<file path="src/rtl/row_scheduler.sv">
// Scrolling playfield row scheduler: a free-running scroll counter shifts a
// four-row field downward, refilled from a small FIFO fed by a request/ack generator.
module row_scheduler #(
  parameter int          DEPTH     = 4,
  parameter int          TIMEOUT   = 16,
  parameter logic [0:15] EMPTY_ROW = 16'b1000000110000001
) (
  input  logic        clk,
  input  logic        rst,
  input  logic        run,
  input  logic [26:0] scale,
  output logic        gen_req,
  input  logic        gen_ack,
  input  logic [0:15] gen_seq,
  output logic        scroll,
  output logic [0:63] field,
  output logic [4:0]  fifo_count,
  output logic [7:0]  underflow_cnt,
  output logic        gen_timeout
);

  localparam int             PW         = $clog2(DEPTH);
  localparam int             TW         = $clog2(TIMEOUT + 1);
  localparam logic [4:0]     DEPTH_C    = 5'(DEPTH);
  localparam logic [TW-1:0]  TIMER_LAST = TW'(TIMEOUT - 1);

  typedef enum logic {IDLE, REQ} state_t;

  state_t         state;
  logic [26:0]    scale_eff;
  logic [26:0]    scale_clamped;
  logic [31:0]    cnt;
  logic [31:0]    scale_ext;
  logic [PW-1:0]  rd_ptr;
  logic [PW-1:0]  wr_ptr;
  logic [TW-1:0]  timer;
  logic [0:15]    mem [DEPTH];
  logic [0:15]    rows [4];
  logic           wrap;
  logic           trigger;
  logic           push;
  logic           pop;
  logic           fifo_empty;

  // A period shorter than two cycles would collapse request and wrap points.
  assign scale_clamped = (scale < 27'd2) ? 27'd2 : scale;
  assign scale_ext     = {5'd0, scale_eff};
  assign wrap          = run && (cnt == scale_ext - 32'd1);
  assign trigger       = (state == IDLE) && run && (cnt == (scale_ext >> 1))
                         && (fifo_count < DEPTH_C);
  assign fifo_empty    = (fifo_count == 5'd0);
  assign push          = (state == REQ) && gen_ack;
  assign pop           = wrap && !fifo_empty;
  assign field         = {rows[0], rows[1], rows[2], rows[3]};

  // NOTE: FIFO storage has no reset; the pointers and count alone define validity.
  always_ff @(posedge clk) begin
    if (!rst && push) mem[wr_ptr] <= gen_seq;
  end

  // NOTE: all state below updates with <= so every read sees pre-edge values.
  always_ff @(posedge clk) begin
    if (rst) begin
      scale_eff     <= scale_clamped;
      cnt           <= '0;
      state         <= IDLE;
      gen_req       <= 1'b0;
      timer         <= '0;
      gen_timeout   <= 1'b0;
      rd_ptr        <= '0;
      wr_ptr        <= '0;
      fifo_count    <= '0;
      underflow_cnt <= '0;
      scroll        <= 1'b0;
      for (int i = 0; i < 4; i++) rows[i] <= EMPTY_ROW;
    end else begin
      if (run) cnt <= wrap ? '0 : cnt + 32'd1;
      scroll <= wrap;

      if (wrap) begin
        scale_eff <= scale_clamped;
        rows[3]   <= rows[2];
        rows[2]   <= rows[1];
        rows[1]   <= rows[0];
        // An empty FIFO never bypasses a same-edge push into the field.
        rows[0]   <= fifo_empty ? EMPTY_ROW : mem[rd_ptr];
        if (fifo_empty && underflow_cnt != 8'hFF)
          underflow_cnt <= underflow_cnt + 8'd1;
      end

      if (pop)  rd_ptr <= rd_ptr + 1'b1;
      if (push) wr_ptr <= wr_ptr + 1'b1;
      case ({push, pop})
        2'b10:   fifo_count <= fifo_count + 5'd1;
        2'b01:   fifo_count <= fifo_count - 5'd1;
        default: fifo_count <= fifo_count;
      endcase

      case (state)
        IDLE: begin
          if (trigger) begin
            state   <= REQ;
            gen_req <= 1'b1;
            timer   <= '0;
          end
        end
        REQ: begin
          if (gen_ack) begin
            state   <= IDLE;
            gen_req <= 1'b0;
            timer   <= '0;
          end else if (timer == TIMER_LAST) begin
            state       <= IDLE;
            gen_req     <= 1'b0;
            timer       <= '0;
            gen_timeout <= 1'b1;
          end else begin
            timer <= timer + 1'b1;
          end
        end
        default: begin
          state   <= IDLE;
          gen_req <= 1'b0;
        end
      endcase
    end
  end

endmodule
</file>
<file path="config.mk">
export PLATFORM = sky130hd
export DESIGN_NAME = row_scheduler
export DESIGN_NICKNAME = d
export VERILOG_FILES = /design/src/rtl/row_scheduler.sv
export SDC_FILE = /design/constraint.sdc
export NUM_CORES = 1
export LEC_CHECK = 0
export ABC_AREA = 1
export CAP_MARGIN = 10
export CORE_MARGIN = 3
export CORE_UTILIZATION = 40
export DETAILED_ROUTE_END_ITERATION = 8
export GPL_TIMING_DRIVEN = 0
export PLACE_DENSITY = 0.6
export SLEW_MARGIN = 5
export SYNTH_ARGS = -nofsm -noshare
export SYNTH_HDL_FRONTEND = slang
export SYNTH_SLANG_ARGS = --single-unit
</file>
<file path="constraint.sdc">
create_clock -name clk -period 4.9 [get_ports clk]
set_input_delay 0.98 -clock clk [delete_from_list [all_inputs] [get_ports clk]]
set_output_delay 0.98 -clock clk [all_outputs]
set_load 0.05 [all_outputs]
</file>
**Word level (Yosys, flattened, before mapping)**

Memory sizes are Yosys's and may differ from the RTL's. A register that Yosys moved wholly into a read port is not among the register bits.
Index checks and enable logic that the tools add are counted.

- Register bits after elaboration: 85
- Memory bits (writable): 128
- Output and inout port bits: 80
- Memories: 2

Memories:

| name | words | width | read ports | clocked after memory_dff | wr ports | line | RTL |
|---|---|---|---|---|---|---|---|
| mem | 4 | 16 | 1 | 1 | 1 | 37 | `logic [0:15] mem [DEPTH];` |
| rows | 4 | 16 | 4 | 0 | 4 | 38 | `logic [0:15] rows [4];` |

- Add/subtract/negate cells: 8
- Order comparisons: 2
- Equality and inequality tests: 8
- Multiplexer cells: 31
- Bitwise operators: 6
- Reduce and logical (&&, ||, !) cells: 16

Operators with widths:

| kind | number |
|---|---|
| $mux W27 | 3 |
| $mux W16 | 5 |
| $add A32 B1 Y32 const B | 1 |
| $eq A32 B26 Y1 | 1 |
| $eq A32 B32 Y1 | 1 |
| $mux W32 | 1 |
| $sub A27 B1 Y28 const B | 1 |
| $lt A27 B2 Y1 const B | 1 |
| $pmux W5 S2 | 2 |
| $mux W5 | 3 |
| $mux W1 | 13 |
| $add A5 B1 Y5 const B | 2 |
| $add A8 B1 Y8 const B | 1 |
| $logic_and A1 B1 Y1 | 8 |
| $ne A8 B8 Y1 const B | 1 |
| $eq A5 B4 Y1 const B | 1 |
| $logic_not A5 Y1 | 1 |
| $lt A5 B3 Y1 const B | 1 |
| $sub A5 B1 Y5 const B | 1 |
| $add A2 B1 Y2 const B | 2 |
| $mux W2 | 2 |
| $or A1 B1 Y1 | 4 |
| $pmux W1 S2 | 2 |
| $reduce_and A2 Y1 | 2 |
| other kinds (8) | 11 |

**Depth between registers and ports, before layout**

Gate-level depths: netlist of run 1.

- Depth after elaboration: 7
- Gate-level depth with buffers: 27
- Mapped depth without buffers: 26

**Least setup slack after synthesis of run 1**

Ideal clock, no wire load.

- Path type: input -> register
- From: in run
- To: reg fifo_count[4]
- Library setup time: 0.145 ns
- Arrival time: 3.325 ns
- Path slack: 1.430 ns
- Stages: 21
- Path buffers: 1
- Path through: buf_2 > nand3_1 > nor3_1 > nand4_1 > nor3_1 > nand3_1 > nor2_2 > nand2_2 > nor2_4 > ha_1 > xor2_1 > ha_1 > a21o_1 > nand2_1 > nand2_1 > a21oi_1 > nand2_1 > nand2_1 > nor2_1 > o21ai_0 > a21oi_1

- Word-level cells in the longest chain between the ends: 4

Ends and longest elaborated chain:

| what | line | RTL |
|---|---|---|
| from (decl) | 10 | `input logic run,` |
| $logic_and A1 B1 Y1 * | 48 | `assign wrap = run && (cnt == scale_ext - 32'd1);` |
| $logic_and A1 B1 Y1 * | 53 | `assign pop = wrap && !fifo_empty;` |
| via pop | 42 | `logic pop;` |
| $eq A2 B1 Y1 / $eq A2 B2 Y1 (equally long branches) | 93 | `case ({push, pop})` |
| $pmux W5 S2 / $reduce_bool A2 Y1 (equally long branches) | n/a |  |
| to (signal assigned) | 94 | `2'b10: fifo_count <= fifo_count + 5'd1;` |
| to (signal assigned) | 95 | `2'b01: fifo_count <= fifo_count - 5'd1;` |
| to (signal assigned) | 96 | `default: fifo_count <= fifo_count;` |
| to (decl) | 17 | `output logic [4:0] fifo_count,` |

Mark *: on every way through the listed nets, which the timed path passes. The rest lies on a longest branch.
A chain may end at the register's enable or synchronous reset.

**Worst setup path in the final report of run 1**

- From: reg scale_eff[0]
- To: reg fifo_count[4]

- Word-level cells in the longest chain between the ends: 6

Ends and longest elaborated chain:

| what | line | RTL |
|---|---|---|
| from (decl) | 30 | `logic [26:0] scale_eff;` |
| from (signal assigned) | 64 | `scale_eff <= scale_clamped;` |
| from (signal assigned) | 81 | `scale_eff <= scale_clamped;` |
| $sub A27 B1 Y28 * | 48 |  |
| $eq A32 B32 Y1 * | 48 |  |
| $logic_and A1 B1 Y1 * | 48 |  |
| $logic_and A1 B1 Y1 * | 53 |  |
| via pop | 42 |  |
| $eq A2 B1 Y1 / $eq A2 B2 Y1 (equally long branches) | 93 |  |
| $pmux W5 S2 / $reduce_bool A2 Y1 (equally long branches) | n/a |  |

Marked as above.

==> reports/results.txt, run 1 <==
Clk buf depth: 3
Post-cts gate resize count: 0
Min cycle time layout: 3.92 ns
DP Wirelength: 20.0 mm
CP peak stage delay: 0.44 ns
Num CTS Buffers: 24
Routability cong.: 0.906
Sw Ratio: 23.3%
Synth Warn #: 0
Maxcap violations: 0
Hold_buf cts: 0
Avg WL per Cell: 15.1 µm
DIE AREA: 29500 µm²
Largest net degree at the start of global routing: 101
Post-CTS Repair Setup Buffers: 0
Initial Util: 40.8%
# nets final: 1460
Share of power burned in the clock network: 43.8%
Mapped Area: 11000 µm²
Slowest CP cell: edfxtp_1
Post-synth top cells: nand2_1, nor2_1, edfxtp_1, inv_1, nand3_1
DRC viols: 0
Top cells by area, synth: edfxtp_1, dfxtp_1, nand2_1
Sequential fraction of the synthesis area: 53.3%
Clk root buf: clkbuf_16
Port Buffer Count: 124
FFs w/ async S/R, synth: 0%
Worst Path Required: 5.37 ns
RSZ-0062 raised after global routing: no
Crit end category: flop
Yosys top cell by area: edfxtp_1
Setup violators final: 0
Finished layout cell area: 13600 µm²
Non-filler cells, final: 1760
Initial antenna violation count: 0
Post-synth EDFFs: 155
Worst hold path type: flop to flop
Net switching power: 0.000969 W
Cells after synthesis: 1246
Worst skew pair latency: 0.53 ns
Post-route ant nets: 0
Worst R2R Start: scale_eff[0]$_SDFFCE_PN0P_
Hold_ws: 0.455 ns
Clock slew at reported path FFs: 0.06 ns
Static Leak: 5.36 nW
Final Hold Viols: 0
Core footprint: 27000 µm²
H-tree depth: 1
Reg power frac: 48.6%
Final period utilization: 79.9%
Die width: 172 µm
Gate power share: 7.6%
Grt ovf: 0
Footprint of the multi-input gates: 4300 µm²
Mean post-synth cell area: 8.82 µm²
Worst reg-to-reg path cell count: 24
Via density: 4.83
Most frequent CP cell: nand2_1
First-pass GRT wire length: 41.9 mm
Final Slew Violations: 0
Total Power: 0.00415 W
DP Area: 12700 µm²
Hold_sp: timer[4]$_SDFFE_PP0P_
Total number of vias: 8500
Die Height: 172 µm
Pint: 0.00318 W
Worst-Margin Slew: 0.674 ns
Top cell type's share of synthesized area: 42.4%
Cell chain of the critical path: inv_1, ha_1, nand2_2, nor2_2, buf_6, nand4_1, nand2_1, nand2_1, nor2_1, nand3_2, nor2_4, nand2_2, nor2_4, ha_1, xor2_1, ha_1, a21o_1, nand2_1, nand2_1, a21oi_1, nor2_1, nor2_1, o21ai_0, a21oi_1
Kind of critical path: flop to flop
VDD IR max: 217 µV
Fmax: 0.255 GHz
WP data arrival: 4.38 ns
Reg area: 5860 µm²
Routed WL: 26.6 mm
CP startpoint kind: flop
Setup crit start: scale_eff[0]$_SDFFCE_PN0P_
Synthesized Nets: 1305
N_diodes: 0
Most common cell in the netlist: nand2_1
Vias in the first global route: 8092
GRT Util Overall: 17.8%
Share of cells above drive strength 1: 8.88%
Library cells used by synthesis: 47
Post-route setup TNS: 0 ns
Cells after DPL: 1715
Layout fillers: 2495
Outcome: finished, final reports clean
DRT iter0 DRCs: 472
Critical path fanouts, max: 10
Synth Flop Type: edfxtp_1
CTS sink count: 215
IO Pins: 127
CTS tree: yes
Clk_skew: 0.0236 ns
P&R area growth vs syn: 23.3%
Hold path depth: 2
# rows: 60
Power Density: 306 nW/µm²
First-pass iteration count of the detailed router: 6
#FFs+latches synth: 215
Slew headroom: 54.7%
==> placed cells by master, fill, tap and decap left out, types with 6 or more instances in the layout <==
cell / instances
a21oi_1: 42
a32o_1: 12
buf_2: 9
buf_6: 6
clkbuf_1: 48
clkbuf_16: 24
clkdlybuf4s50_1: 124
dfxtp_1: 60
edfxtp_1: 155
ha_1: 12
inv_1: 147
nand2_1: 270
nand3_1: 64
nand3_2: 6
nand4_1: 25
nor2_1: 179
nor2_2: 22
nor2_4: 18
nor3_1: 20
nor4_1: 9
o21ai_0: 25
or2_1: 12
xnor2_1: 22
xor2_1: 40
==> flip-flops by register name (all words and copies together) (netlist names), named ones only <==
register and flops:
gen_timeout 1, rd_ptr 2, gen_req 1, underflow_cnt 8, state 1, fifo_count 5
mem 64, scroll 1, timer 5, wr_ptr 2, cnt 32, rows 64
scale_eff 27
==> logic make-up (layout without fill, tap and decap cells) <==
logic type      Yosys count  in the layout  synth area share (%)
compound gates           94             94                  5.18
xor+xnor                 63             63                  5.09
fa+ha+maj                12             12                  1.37
buf+inv                 211            384                  7.69
flops                   215            215                  53.3
simple gates            651            651                  27.4
==> layout make-up <==
cell class / count / share of cell area (%)
flip-flops and latches: 215 / 43.2
well taps: 341 / 3.15
repair buffers: 129 / 9.72
inverters: 152 / 4.21
clock inverters: 9 / 0.942
clock buffers: 35 / 5.04
multi-input cells: 820 / 31.7
plain buffers: 59 / 2.02
==> critical path, delay by kind of cell, from the launching register on <==
| family | cells | cell delay, ns |
|---|---|---|
| compound gates | 4 | 0.56 |
| fa+ha+maj | 3 | 0.79 |
| buf+inv | 2 | 0.33 |
| simple gates | 14 | 1.59 |
| flops | 1 | 0.44 |
| xor+xnor | 1 | 0.12 |
==> final timing paths <==
kind | end | slack [ns]
setup reg to reg | fifo_count[4]$_SDFFE_PP0P_ | 0.98
hold / removal | timer[4]$_SDFFE_PP0P_ | 0.45
setup / recovery | fifo_count[4]$_SDFFE_PP0P_ | 0.98
hold reg to reg | timer[4]$_SDFFE_PP0P_ | 0.45
==> per-layer routing <==
metal,track usage [%],vias to the layer above,wire length (µm)
met5,0,-,0
met4,3.85,0,456
met3,2.76,31,1120
met2,30.2,162,12700
met1,24.4,3957,12300
li1,-,4350,-
==> metrics by stage <==
step / worst slack [ns] / util, %
final: 0.985 / 50.3
after global routing: 0.602 / 50.3
after CTS: 0.978 / 50.2
after detailed placement: 1.01 / 47.2
after global placement: 1.02 / 47.0
after floorplan: 1.43 / -
==> power groups by stage <==
stage | Sequential [W] | Clock (W) | Combinational, W
3_5_place_dp | 0.00206 | 0 | 0.000313
6_report | 0.00202 | 0.00182 | 0.000316
5_1_grt | 0.00202 | 0.00194 | 0.000348
2_1_floorplan | 0.00210 | 0 | 0.000149
3_3_place_gp | 0.00206 | 0 | 0.000311
4_1_cts | 0.00202 | 0.00186 | 0.000314
(Power assumes the default switching activity.)
==> run 2, diff against run 1 <==
Settings changed: PLACE_DENSITY 0.6 to 0.63.
Clock period 4.9 ns to 3.5 ns, I/O delays scaled along.
==> run 2 against run 1 <==
Effect of this change: global-route usage is 0.51 points higher; combinational power is 52% higher; via count rose by 1.0%; largest power group unchanged; utilization increased by 1.0 points; die area is the same; final cell count increased by 1.4%; non-clock buffer count is 23 higher; critical endpoint unchanged; clock skew is 0.0046 ns lower.
==> reports/results.txt, run 2 (synthesis gave the netlist of run 1 again) <==
Final Slew Violations: 0 (unchanged)
H-tree depth: 1 (unchanged)
Non-filler cells, final: 1785 (was 1760)
Fmax: 0.295 GHz (was 0.255 GHz)
Die Height: 172 µm (unchanged)
Worst skew pair latency: 0.54 ns (was 0.53 ns)
Hold_buf cts: 0 (unchanged)
Worst hold path type: flop to flop (unchanged)
Clock slew at reported path FFs: 0.06 ns (about the same)
Kind of critical path: flop to flop (unchanged)
Critical path fanouts, max: 5 (was 10)
GRT Util Overall: 18.4% (was 17.8%)
Power Density: 418 nW/µm² (was 306 nW/µm²)
Num CTS Buffers: 25 (was 24)
Maxcap violations: 0 (unchanged)
# rows: 60 (unchanged)
Vias in the first global route: 8093 (was 8092)
Avg WL per Cell: 15.4 µm (was 15.1 µm)
Min cycle time layout: 3.39 ns (was 3.92 ns)
Die width: 172 µm (unchanged)
Core footprint: 27000 µm² (unchanged)
Routed WL: 27.5 mm (was 26.6 mm)
First-pass iteration count of the detailed router: 5 (was 6)
Clk_skew: 0.0190 ns (was 0.0236 ns)
First-pass GRT wire length: 42.9 mm (was 41.9 mm)
Final period utilization: 96.9% (was 79.9%)
CTS tree: yes (unchanged)
P&R area growth vs syn: 25.8% (was 23.3%)
Initial antenna violation count: 0 (unchanged)
Final Hold Viols: 0 (unchanged)
DRC viols: 0 (unchanged)
# nets final: 1484 (was 1460)
Largest regs: mem: 64 flops, rows: 64 flops, cnt: 32 flops (unchanged)
RSZ-0062 raised after global routing: yes (was no)
IO Pins: 127 (unchanged)
CTS sink count: 215 (unchanged)
N_diodes: 0 (unchanged)
Crit end category: flop (unchanged)
VDD IR max: 322 µV (was 217 µV)
Clk buf depth: 3 (unchanged)
Routability cong.: 0.900 (was 0.906)
Static Leak: 5.47 nW (was 5.36 nW)
Grt ovf: 0 (unchanged)
Slew headroom: 53.1% (was 54.7%)
Post-route setup TNS: 0 ns (unchanged)
Clk root buf: clkbuf_16 (unchanged)
DIE AREA: 29500 µm² (unchanged)
WP data arrival: 3.81 ns (was 4.38 ns)
Cells after DPL: 1715 (unchanged)
DRT iter0 DRCs: 668 (was 472)
Post-route ant nets: 0 (unchanged)
Commonest non-fill, non-tap cell in the layout: nand2_1 (unchanged)
DP Wirelength: 20.1 mm (was 20.0 mm)
Worst Path Required: 3.92 ns (was 5.37 ns)
CP startpoint kind: flop (unchanged)
Largest net degree at the start of global routing: 101 (unchanged)
Outcome: finished, final reports clean (unchanged)
Total number of vias: 8589 (was 8500)
Worst-Margin Slew: 0.697 ns (was 0.674 ns)
Initial Util: 40.8% (unchanged)
Via density: 4.81 (was 4.83)
Most frequent cells in the layout: nand2_1, nor2_1, edfxtp_1 (unchanged)
Port Buffer Count: 124 (unchanged)
Share of cells above drive strength 1: 11.8% (was 8.88%)
Setup violators final: 0 (unchanged)
run 2: cell types whose count changed in the layout (fill, tap and decap cells not counted), moves of 4 or more:
cell     delta
nand2_2     +4
buf_4      +21
nor2_2      +5
nor2_1      -8
nand2_1     -5
run 2: path summary, 6_finish.rpt:
path / slack, ns / to / cells after the start / startpoint
max: 0.11 / fifo_count[4]$_SDFFE_PP0P_ / 24 / scale_eff[11]$_SDFFCE_PN0P_
min: 0.45 / timer[4]$_SDFFE_PP0P_ / 2 / timer[4]$_SDFFE_PP0P_
max reg2reg: 0.11 / fifo_count[4]$_SDFFE_PP0P_ / 24 / scale_eff[11]$_SDFFCE_PN0P_
min reg2reg: 0.45 / timer[4]$_SDFFE_PP0P_ / 2 / timer[4]$_SDFFE_PP0P_
run 2: timing repair:
action,in CTS,in global routing
buffers inserted,5,19
gates cloned,0,0
gates resized for setup,10,29
pin swaps,1,7
setup endpoints to repair,102,103
run 2: area by class of cell:
| class | instances | area [µm²] |
|---|---|---|
| Multi-Input combinational cell | 820 | 4410 |
| Buffer | 59 | 287 |
| Fill cell | 2440 | 13100 |
| Clock buffer | 34 | 669 |
| Sequential cell | 215 | 5860 |
| Inverter | 152 | 571 |
| Timing Repair Buffer | 152 | 1500 |
| Tap cell | 341 | 427 |
| Clock inverter | 12 | 108 |
run 2: routing by layer:
layer / share of wire, % / track usage [%] / vias to the layer above
li1: - / - / 4401
met1: 47 / 26.0 / 3958
met2: 46 / 29.7 / 185
met3: 4.9 / 2.69 / 45
met4: 2.4 / 4.89 / 0
met5: 0 / 0 / -
run 2: power breakdown:
group	total (W)	internal (W)	switching [W]
clock	0.00248	0.00143	0.00105
sequential	0.00282	0.00277	0.0000456
combinational	0.000479	0.000185	0.000294
total	0.00578	0.00439	0.00139
run 2: stage by stage:
stage | worst slack (ns) | utilization (%) | total power [W] | cell area, µm² | hold slack [ns]
after global placement | -0.338 | 47.0 | 0.00331 | 12700 | 0.429
after detailed placement | -0.387 | 47.2 | 0.00332 | 12700 | 0.437
after floorplan | 0.164 | - | 0.00314 | 11000 | 0.422
final | 0.108 | 51.3 | 0.00578 | 13800 | 0.453
after global routing | -0.0950 | 51.3 | 0.00599 | 13800 | 0.480
after CTS | 0.00167 | 50.4 | 0.00581 | 13600 | 0.448
run 2: critical path: stages, from the launching register on:
cell and delay [ns]:
edfxtp_1 0.45, nor2_1 0.20, nand2_1 0.13, nor2_1 0.16, nand2_2 0.12, inv_1 0.07, nand2_1 0.12, nand2_2 0.13
and3_1 0.17, nand3_1 0.10, nor2_2 0.17, nand2_2 0.10, nor2_4 0.14, ha_4 0.18, xor2_2 0.08, ha_1 0.19
a21o_1 0.18, nand2_1 0.07, nand2_1 0.06, a21oi_2 0.13, nand2_1 0.06, nand2_1 0.05, nor2_1 0.04, o21ai_0 0.13
a21oi_1 0.05
